===== config.mk =====
export PLATFORM = sky130hd
export DESIGN_NAME = dm_arbiter_flat
export DESIGN_NICKNAME = d
export VERILOG_FILES = /design/src/rtl/dm_arb_pkg.sv /design/src/rtl/dm_arbiter_if.sv /design/src/rtl/rr_picker.sv /design/src/rtl/dm_arbiter.sv /design/src/flat_wrapper.sv
export SDC_FILE = /design/constraint.sdc
export NUM_CORES = 1
export LEC_CHECK = 0
export ABC_AREA = 0
export CAP_MARGIN = 25
export CORE_ASPECT_RATIO = 0.5
export CORE_MARGIN = 10
export CORE_UTILIZATION = 40
export CTS_BUF_LIST = sky130_fd_sc_hd__clkbuf_4 sky130_fd_sc_hd__clkbuf_8
export DETAILED_ROUTE_END_ITERATION = 10
export PLACE_DENSITY = 0.84
export SYNTH_ARGS = -nofsm -noshare
export SYNTH_HDL_FRONTEND = slang
export SYNTH_HIERARCHICAL = 1
export SYNTH_SLANG_ARGS = --single-unit

===== constraint.sdc =====
create_clock -name clk -period 3.9 [get_ports clk]
set_input_delay 0.585 -clock clk [delete_from_list [all_inputs] [get_ports clk]]
set_output_delay 0.585 -clock clk [all_outputs]
set_load 0.02 [all_outputs]

===== src/rtl/dm_arb_pkg.sv =====
// Shared types and helpers for the data-memory arbiter.
// The tag index is sized for the largest supported core count (8).
package dm_arb_pkg;

    localparam int unsigned DefNumCores = 4;
    localparam int unsigned DefAddrW    = 12;
    localparam int unsigned DefDataW    = 12;
    localparam int unsigned MaxCores    = 8;
    localparam int unsigned IdxW        = $clog2(MaxCores);

    typedef logic [IdxW-1:0] idx_t;

    typedef struct packed {
        logic valid;
        idx_t idx;
    } tag_t;

    typedef struct packed {
        logic found;
        idx_t idx;
    } pick_t;

    // Rotate-priority search: first set bit at ptr, ptr+1, ... wrapping mod n.
    function automatic pick_t rr_pick(input logic [MaxCores-1:0] req, input idx_t ptr,
                                      input int unsigned n);
        pick_t       res;
        int unsigned cand;
        res = '{found: 1'b0, idx: '0};
        for (int unsigned k = 0; k < MaxCores; k++) begin
            cand = (32'(ptr) + k) % n;
            if (!res.found && (k < n) && req[cand[IdxW-1:0]]) begin
                res.found = 1'b1;
                res.idx   = idx_t'(cand);
            end
        end
        return res;
    endfunction

endpackage


===== src/rtl/dm_arbiter_if.sv =====
// Core-side request/response bus plus data-memory port of the arbiter.
// slave is the arbiter view; master is the core array / memory view.
interface dm_arbiter_if #(
    parameter int unsigned NUM_CORES = 4,
    parameter int unsigned ADDR_W    = 12,
    parameter int unsigned DATA_W    = 12
);
    logic [NUM_CORES-1:0]        req;
    logic [NUM_CORES-1:0]        we;
    logic [NUM_CORES*ADDR_W-1:0] addr;
    logic [NUM_CORES*DATA_W-1:0] wdata;
    logic [NUM_CORES-1:0]        gnt;
    logic [NUM_CORES-1:0]        rvalid;
    logic [DATA_W-1:0]           rdata;
    logic [ADDR_W-1:0]           mem_addr;
    logic [DATA_W-1:0]           mem_wdata;
    logic                        mem_we;
    logic                        mem_rd;
    logic [DATA_W-1:0]           mem_rdata;

    modport slave (
        input  req, we, addr, wdata, mem_rdata,
        output gnt, rvalid, rdata, mem_addr, mem_wdata, mem_we, mem_rd
    );

    modport master (
        output req, we, addr, wdata, mem_rdata,
        input  gnt, rvalid, rdata, mem_addr, mem_wdata, mem_we, mem_rd
    );

endinterface


===== src/rtl/rr_picker.sv =====
// Purely combinational rotate-priority encoder: picks the first requester at or after ptr.
module rr_picker
    import dm_arb_pkg::*;
#(
    parameter int unsigned NUM_CORES = DefNumCores
) (
    input  logic [NUM_CORES-1:0] req_i,
    input  idx_t                 ptr_i,
    output idx_t                 idx_o,
    output logic                 found_o
);

    pick_t pick;

    always_comb begin
        pick    = rr_pick(MaxCores'(req_i), ptr_i, NUM_CORES);
        idx_o   = pick.idx;
        found_o = pick.found;
    end

endmodule


===== src/rtl/dm_arbiter.sv =====
// Round-robin arbiter sharing one synchronous data memory between NUM_CORES cores.
// Optional DM_ARB_STATS_EN adds a saturating conflict_cnt output.
module dm_arbiter
    import dm_arb_pkg::*;
#(
    parameter int unsigned NUM_CORES = DefNumCores,
    parameter int unsigned ADDR_W    = DefAddrW,
    parameter int unsigned DATA_W    = DefDataW
) (
    input  logic        clk,
    input  logic        rst,
`ifdef DM_ARB_STATS_EN
    output logic [15:0] conflict_cnt,
`endif
    dm_arbiter_if.slave bus
);

    idx_t pick_idx;
    logic pick_found;

    logic [NUM_CORES-1:0] gnt_q, gnt_d;
    logic [NUM_CORES-1:0] rvalid_q, rvalid_d;
    logic [DATA_W-1:0]    rdata_q, rdata_d;
    logic [ADDR_W-1:0]    mem_addr_q, mem_addr_d;
    logic [DATA_W-1:0]    mem_wdata_q, mem_wdata_d;
    logic                 mem_we_q, mem_we_d;
    logic                 mem_rd_q, mem_rd_d;
    idx_t                 ptr_q, ptr_d;
    tag_t                 tag0_q, tag0_d;
    tag_t                 tag1_q, tag1_d;

    rr_picker #(
        .NUM_CORES(NUM_CORES)
    ) u_picker (
        .req_i  (bus.req),
        .ptr_i  (ptr_q),
        .idx_o  (pick_idx),
        .found_o(pick_found)
    );

    always_comb begin
        gnt_d       = '0;
        mem_addr_d  = mem_addr_q;
        mem_wdata_d = mem_wdata_q;
        mem_we_d    = 1'b0;
        mem_rd_d    = 1'b0;
        ptr_d       = ptr_q;
        for (int unsigned i = 0; i < NUM_CORES; i++) begin
            if (pick_found && (pick_idx == idx_t'(i))) begin
                gnt_d[i]    = 1'b1;
                mem_addr_d  = bus.addr[i*ADDR_W +: ADDR_W];
                mem_wdata_d = bus.wdata[i*DATA_W +: DATA_W];
                mem_we_d    = bus.we[i];
                mem_rd_d    = ~bus.we[i];
            end
        end
        if (pick_found) begin
            ptr_d = (pick_idx == idx_t'(NUM_CORES - 1)) ? '0 : pick_idx + 1'b1;
        end
        // Tag rides two stages alongside the read so rvalid lands as rdata is captured.
        tag0_d = '{valid: mem_rd_d, idx: pick_idx};
        tag1_d = tag0_q;
    end

    always_comb begin
        rvalid_d = '0;
        for (int unsigned i = 0; i < NUM_CORES; i++) begin
            rvalid_d[i] = tag1_q.valid && (tag1_q.idx == idx_t'(i));
        end
        rdata_d = tag1_q.valid ? bus.mem_rdata : rdata_q;
    end

    always_ff @(posedge clk) begin
        if (rst) begin
            gnt_q       <= '0;
            rvalid_q    <= '0;
            rdata_q     <= '0;
            mem_addr_q  <= '0;
            mem_wdata_q <= '0;
            mem_we_q    <= 1'b0;
            mem_rd_q    <= 1'b0;
            ptr_q       <= '0;
            tag0_q      <= '0;
            tag1_q      <= '0;
        end else begin
            gnt_q       <= gnt_d;
            rvalid_q    <= rvalid_d;
            rdata_q     <= rdata_d;
            mem_addr_q  <= mem_addr_d;
            mem_wdata_q <= mem_wdata_d;
            mem_we_q    <= mem_we_d;
            mem_rd_q    <= mem_rd_d;
            ptr_q       <= ptr_d;
            tag0_q      <= tag0_d;
            tag1_q      <= tag1_d;
        end
    end

    assign bus.gnt       = gnt_q;
    assign bus.rvalid    = rvalid_q;
    assign bus.rdata     = rdata_q;
    assign bus.mem_addr  = mem_addr_q;
    assign bus.mem_wdata = mem_wdata_q;
    assign bus.mem_we    = mem_we_q;
    assign bus.mem_rd    = mem_rd_q;

`ifdef DM_ARB_STATS_EN
    logic [15:0] conflict_q, conflict_d;

    always_comb begin
        conflict_d = conflict_q;
        if (($countones(bus.req) >= 2) && (conflict_q != 16'hFFFF)) begin
            conflict_d = conflict_q + 16'd1;
        end
    end

    always_ff @(posedge clk) begin
        if (rst) begin
            conflict_q <= '0;
        end else begin
            conflict_q <= conflict_d;
        end
    end

    assign conflict_cnt = conflict_q;
`endif

endmodule


===== src/flat_wrapper.sv =====
// flat-port wrapper written by rule: the top's interface ports become plain ports
module dm_arbiter_flat import dm_arb_pkg::*;
#(
    parameter int unsigned NUM_CORES = DefNumCores,
    parameter int unsigned ADDR_W    = DefAddrW,
    parameter int unsigned DATA_W    = DefDataW
)
  (clk, rst, bus_req, bus_we, bus_addr, bus_wdata, bus_mem_rdata, bus_gnt, bus_rvalid, bus_rdata, bus_mem_addr, bus_mem_wdata, bus_mem_we, bus_mem_rd);
  dm_arbiter_if #(.NUM_CORES(NUM_CORES), .ADDR_W(ADDR_W), .DATA_W(DATA_W)) bus_i ();
  input  logic clk;
  input  logic rst;
  input wire logic [$bits(bus_i.req)-1:0] bus_req;
  input wire logic [$bits(bus_i.we)-1:0] bus_we;
  input wire logic [$bits(bus_i.addr)-1:0] bus_addr;
  input wire logic [$bits(bus_i.wdata)-1:0] bus_wdata;
  input wire logic [$bits(bus_i.mem_rdata)-1:0] bus_mem_rdata;
  output wire logic [$bits(bus_i.gnt)-1:0] bus_gnt;
  output wire logic [$bits(bus_i.rvalid)-1:0] bus_rvalid;
  output wire logic [$bits(bus_i.rdata)-1:0] bus_rdata;
  output wire logic [$bits(bus_i.mem_addr)-1:0] bus_mem_addr;
  output wire logic [$bits(bus_i.mem_wdata)-1:0] bus_mem_wdata;
  output wire logic [$bits(bus_i.mem_we)-1:0] bus_mem_we;
  output wire logic [$bits(bus_i.mem_rd)-1:0] bus_mem_rd;
  assign bus_i.req = bus_req;
  assign bus_i.we = bus_we;
  assign bus_i.addr = bus_addr;
  assign bus_i.wdata = bus_wdata;
  assign bus_i.mem_rdata = bus_mem_rdata;
  assign bus_gnt = bus_i.gnt;
  assign bus_rvalid = bus_i.rvalid;
  assign bus_rdata = bus_i.rdata;
  assign bus_mem_addr = bus_i.mem_addr;
  assign bus_mem_wdata = bus_i.mem_wdata;
  assign bus_mem_we = bus_i.mem_we;
  assign bus_mem_rd = bus_i.mem_rd;
  dm_arbiter #(.NUM_CORES(NUM_CORES), .ADDR_W(ADDR_W), .DATA_W(DATA_W)) u_core (.clk(clk), .rst(rst), .bus(bus_i));
endmodule

==> impl_results.md, run 1 <==
- Status: finished clean
- Gate Count Post-Synth: 325
- Vias in the first global route: 3107
- Postcts setup bufs: 0
- Tightest Pin Transition: 0.993 ns
- Yosys Warn Count: 6
- Antenna violation net count after detailed routing: 0
- Clock transition at the registers of the reported paths: around 0.11 ns
- Syn Nets: 447
- Share of layout cells above drive strength 1: 5.31%
- GRT Overall Usage: 18.3%
- Endpoints failing hold: 0
- Post-synthesis cell area: 2770 µm²
- DIE AREA: between 10000 and 15000 µm²
- Min-Delay Path Class: register to register
- Leak: 1.59 nW
- CTS Hold Buffers Added: 0
- CP Cell Sequence: clkdlybuf4s50_1 -> inv_1 -> a221o_1 -> a21oi_1 -> inv_1 -> ha_1 -> or4_1 -> buf_4 -> a21oi_1 -> a311oi_1
- Vias/cell: 5.42
- WL/cell: 18.8 µm
- Initial antenna violation count: 0
- Crit path buffers/inverters: 4
- First-pass GRT wire length: 16.4 mm
- Initial Utilization: 41.4%
- Crit share post-route: around 84%
- Total negative setup slack: 0 ns
- CTS tree: done
- Rows: 21
- Crit end category: register
- WP data arrival: approximately 3.4 ns
- Most frequent cells in the layout: clkdlybuf4s50_1, dfxtp_1, a311oi_1, a21oi_1, nand3_1
- HPWL Detailed: a little over 8 mm
- WP data required: 4.06 ns
- CP delay by family, top: buffers and inverters
- Critical-path top delay cell: or4_1
- Total clock sinks: 55
- Residual DRC: 0
- Startpoint types: input pin
- Total power draw: 1.80 mW
- Commonest non-fill, non-tap cell in the layout: clkdlybuf4s50_1
- Largest net degree at the start of global routing: 52
- PortBufs: 163
- Drt total wl: 10.6 mm
- CTS Root Buffer Type: clkbuf_8
- NumNets Final: approximately 600
- Post-Layout Cell Count: 563
- Largest stage delay, worst path: 0.75 ns
- # setup viols final: 0
- Peak VDD IR: 0.293 mV
- Power Dens Cells: 396 nW/µm²
- Iter 0 DRT Violations: about 220
- CTS Buf Count: 5
- ANT cells: 0
- Slew headroom: 33.8%
- Fmax: 306 MHz
- Synth-to-layout area growth: 64.2%
- RSZ-0062 raised after global routing: false
- Crit Path Max Fanout: 15
- Period minus WS final: 3.27 ns
- I/O pins: between 150 and 200
- Max-cap check violation count: 0
- Clock buffer depth: 2
- Grt ovf: 0
- DIE WIDTH: 138 µm
- Fin. max-slew vios: 0
- Vias post-DR: 3051
- # resized after CTS: 0
- Synthesized area per cell: roughly 8.5 µm²
- CTS H-tree depth: 2
- Core area: ~6700 µm²
- Placed Cells: 554
- Worst-Skew Late Latency: 0.31 ns
- Fin Clk Skew: 0.00579 ns
- Critical path type: input pin to register
- Die height: slightly below 80 µm
- DRT Pass-1 Iters: 4
- Routability cong.: 0.822
-- metrics by stage --
step                hold slack (ns)  area, µm²  setup slack (ns)  util [%]
floorplan                     0.399       2770              1.23         -
global placement              0.409       4440             0.423      66.2
detailed placement            0.408       4440             0.306      66.2
CTS                           0.425       4540             0.634      67.7
global route                  0.439       4550             0.491      67.9
finish                        0.429       4550             0.629      67.9
-- final cells by class --
type	count	area, µm²
Clock buffer	5	68.8
Clock inverter	3	28.8
Fill cell	587	2150
Inverter	9	33.8
Multi-Input combinational cell	225	1490
Sequential cell	55	1100
Tap cell	92	115
Timing Repair Buffer	174	1720
-- flip-flops by register name, indices dropped and copies added (netlist names) --
register / cells
u_core/bus.gnt: 4
u_core/bus.mem_addr: 12
u_core/bus.mem_wdata: 12
u_core/bus.mem_we: 1
u_core/bus.rdata: 12
u_core/bus.rvalid: 4
u_core/ptr_q: 2
u_core/tag0_q: 4
u_core/tag1_q: 4
-- path summary, 6_finish.rpt --
path,startpoint,to,slack (ns),depth (start not counted)
setup / recovery,bus_req[1],u_core/bus.mem_addr[1]$_SDFFE_PP0P_,0.63,10
hold / removal,u_core/tag1_q[2]$_SDFF_PP0_,u_core/bus.rvalid[1]$_SDFF_PP0_,0.43,1
setup reg to reg,u_core/ptr_q[0]$_SDFFE_PP0P_,u_core/bus.mem_addr[1]$_SDFFE_PP0P_,1.06,9
hold reg to reg,u_core/tag1_q[2]$_SDFF_PP0_,u_core/bus.rvalid[1]$_SDFF_PP0_,0.43,1
-- where the power goes --
group / switching (mW) / total (mW) / internal [mW]
Combinational: 0.421 / 0.790 / 0.369
Sequential: 0.0414 / 0.672 / 0.631
Clock: 0.205 / 0.341 / 0.136
-- metal layers --
metal | track usage (%) | routed length, µm | part of all wire (%) | up-vias
met3 | 4.65 | 769 | 7.3 | 12
met4 | 5.28 | 189 | 1.8 | 0
met2 | 32.4 | 5380 | 51 | 115
met5 | 0 | 0 | 0 | -
met1 | 21.5 | 4240 | 40 | 1432
li1 | - | - | - | 1492
(Power assumes the default switching activity.)
==> run 2, diff against run 1 <==
CORE_UTILIZATION = 39   (was 40)
PLACE_DENSITY = 0.82   (was 0.84)
clock period = 3.3 ns   (was 3.9 ns; I/O delays follow)
==> run 2 against run 1 <==
Register-to-register slack lost 0.31 ns. Critical path depth is the same. Count of clock-buffer cells in the layout grew 1. Setup slack lost 0.22 ns. Power grew 18%. Final cell count grew 0.89%. First-iteration DRC count grew 8.7%. Utilization shrank 0.42 points. Critical path type unchanged. Largest cell class unchanged.
==> impl_results.md, run 2 (synthesized netlist as in run 1, its figures left out) <==
- Power Dens Cells: 466 nW/µm² (+18%)
- DP Area: 4480 µm² (+1.0%)
- CTS Root Buffer Type: clkbuf_8
- Hold slack: 0.428 ns (-0.000815 ns)
- Endpoints failing hold: 0 (unchanged)
- Clock transition at the registers of the reported paths: 0.10 ns (about the same)
- Initial antenna violation count: 0 (unchanged)
- Worst-Skew Late Latency: 0.32 ns (about the same)
- Int Power: 1.36 mW (+20%)
- Fillers: 559 (-4.8%)
- DIE AREA: 11100 µm² (+2.1%)
- Critical path type: input pin to register
- Max-cap check violation count: 0 (unchanged)
- Crit Path Max Fanout: 11 (-4)
- WP data arrival: 3.05 ns (-0.38 ns)
- Routability cong.: 0.889 (+8.1%)
- Period minus WS final: between 2 and 3 ns
- Vias in the first global route: 3094 (-0.42%)
- CTS tree: done
- Antenna violation net count after detailed routing: 0 (unchanged)
- Placed Cells: 560 (+1.1%)
- Initial Utilization: 40.9% (-0.48 points)
- Commonest non-fill, non-tap cell in the layout: clkdlybuf4s50_1
- CP Cell Sequence: clkdlybuf4s50_1 -> inv_1 -> a221o_1 -> a21oi_1 -> inv_1 -> ha_1 -> or4_1 -> buf_4 -> a21oi_1 -> a311oi_2
- Synth-to-layout area growth: 65.1%
- Tightest Pin Transition: 0.945 ns (-0.0478 ns)
- Total negative setup slack: 0 ns (unchanged)
- # setup viols final: 0 (unchanged)
- Total power draw: 2.13 mW (+18%)
- Comb pwr share: 44.5% (+0.7 points)
- Total clock sinks: 55 (unchanged)
- Die height: 79.6 µm (+0.95%)
- CTS Hold Buffers Added: 0 (unchanged)
- CTS H-tree depth: 2 (unchanged)
- Vias post-DR: 3066 (+0.49%)
- Leak: 1.61 nW (+0.96%)
- DIE WIDTH: 139 µm (+1.1%)
- Register share of total power: 37.2% (about the same)
- Share of layout cells above drive strength 1: 6.30% (+0.99 points)
- Crit end category: register
- Vias/cell: 5.40 (-0.39%)
- Postcts setup bufs: 0 (unchanged)
- Crit share post-route: 87.5%
- CTS Buf Count: 5 (unchanged)
- Sw Share: 36.3% (-0.76 points)
- Fin. max-slew vios: 0 (unchanged)
- Net switching power: 774 µW (+16%)
- Startpoint types: input pin
- DRT Pass-1 Iters: 4 (unchanged)
- Slew headroom: 37.0% (+3.2 points)
- Peak VDD IR: 0.247 mV (-16%)
- Min-Delay Path Class: register to register
- Clock buffer depth: 2 (unchanged)
- First-pass GRT wire length: 16.6 mm (+1.6%)
- PortBufs: 163 (unchanged)
- Drt total wl: 10.5 mm (-0.54%)
- ANT cells: 0 (unchanged)
- Post-Layout Cell Count: 568 (+0.89%)
- Core area: 6780 µm² (+1.2%)
- Largest stage delay, worst path: 0.62 ns (-0.13 ns)
- I/O pins: 164 (unchanged)
- GRT Overall Usage: 18.3% (-0.059 points)
- Largest net degree at the start of global routing: 52 (unchanged)
- Fin Clk Skew: 0.00673 ns (+0.000944 ns)
- CP delay by family, top: buffers and inverters
- Clock group share of total power: 18.3% (-0.6 points)
- Status: finished clean
- Post-route cell area: 4580 µm² (+0.55%)
- Residual DRC: 0 (unchanged)
- NumNets Final: 597 (+0.84%)
- RSZ-0062 raised after global routing: false
- Grt ovf: 0 (unchanged)
- WP data required: 3.46 ns (-0.60 ns)
- Fmax: roughly 350 MHz
- # resized after CTS: 0 (unchanged)
- WL/cell: 18.5 µm (-1.4%)
- Rows: 21 (unchanged)
- Critical-path top delay cell: or4_1
- Iter 0 DRT Violations: 237 (+8.7%)
- Most frequent cells in the layout: clkdlybuf4s50_1, dfxtp_1, a311oi_1, a21oi_1, nand3_1
- Crit path buffers/inverters: 4 (unchanged)
- HPWL Detailed: 8.18 mm (+1.4%)
## run 2: cell types whose count changed in the layout (fill, tap and decap cells not counted)
| cell | change |
|---|---|
| buf_4 | +6 |
| buf_8 | -1 |
| clkbuf_4 | +1 |
| clkinvlp_4 | +1 |
| inv_6 | -1 |
| inv_8 | -1 |
## run 2: area by class of cell
class | count | area, µm² | area share, %
inverters | 9 | 33.8 | 0.738
well taps | 92 | 115 | 2.52
repair buffers | 179 | 1750 | 38.2
clock buffers | 6 | 76.3 | 1.67
flip-flops and latches | 55 | 1100 | 24.1
clock inverters | 2 | 16.3 | 0.355
multi-input cells | 225 | 1490 | 32.5
## run 2: final timing paths
| check | startpoint | end | slack, ns | cells after the start |
|---|---|---|---|---|
| max | bus_req[1] | u_core/bus.mem_addr[10]$_SDFFE_PP0P_ | 0.41 | 10 |
| min | u_core/tag1_q[2]$_SDFF_PP0_ | u_core/bus.rvalid[1]$_SDFF_PP0_ | 0.43 | 1 |
| max reg2reg | u_core/ptr_q[0]$_SDFFE_PP0P_ | u_core/bus.mem_addr[10]$_SDFFE_PP0P_ | 0.75 | 9 |
| min reg2reg | u_core/tag1_q[2]$_SDFF_PP0_ | u_core/bus.rvalid[1]$_SDFF_PP0_ | 0.43 | 1 |
## run 2: power by group through the flow
stage	registers [mW]	clock network, mW	logic (mW)
finish	0.794	0.391	0.949
global route	0.806	0.428	1.04
CTS	0.794	0.400	0.948
detailed placement	0.808	0	0.945
global placement	0.808	0	0.936
floorplan	0.885	0	0.429
## run 2: through the flow
stage	util [%]	setup WS (ns)
6_report	67.5	0.413
5_1_grt	67.5	0.269
4_1_cts	67.5	0.440
3_5_place_dp	66.1	0.107
3_3_place_gp	66.1	0.160
2_1_floorplan	-	0.715
## run 2: metal layers
metal  vias to the layer above  part of all wire [%]  routed length, µm  global-route usage, %
met5                         -                     0                  0                      0
met1                      1425                    40               4230                   21.3
met4                         0                   1.9                197                   5.18
li1                       1504                     -                  -                      -
met2                       122                    51               5400                   32.4
met3                        15                   6.6                698                   5.23
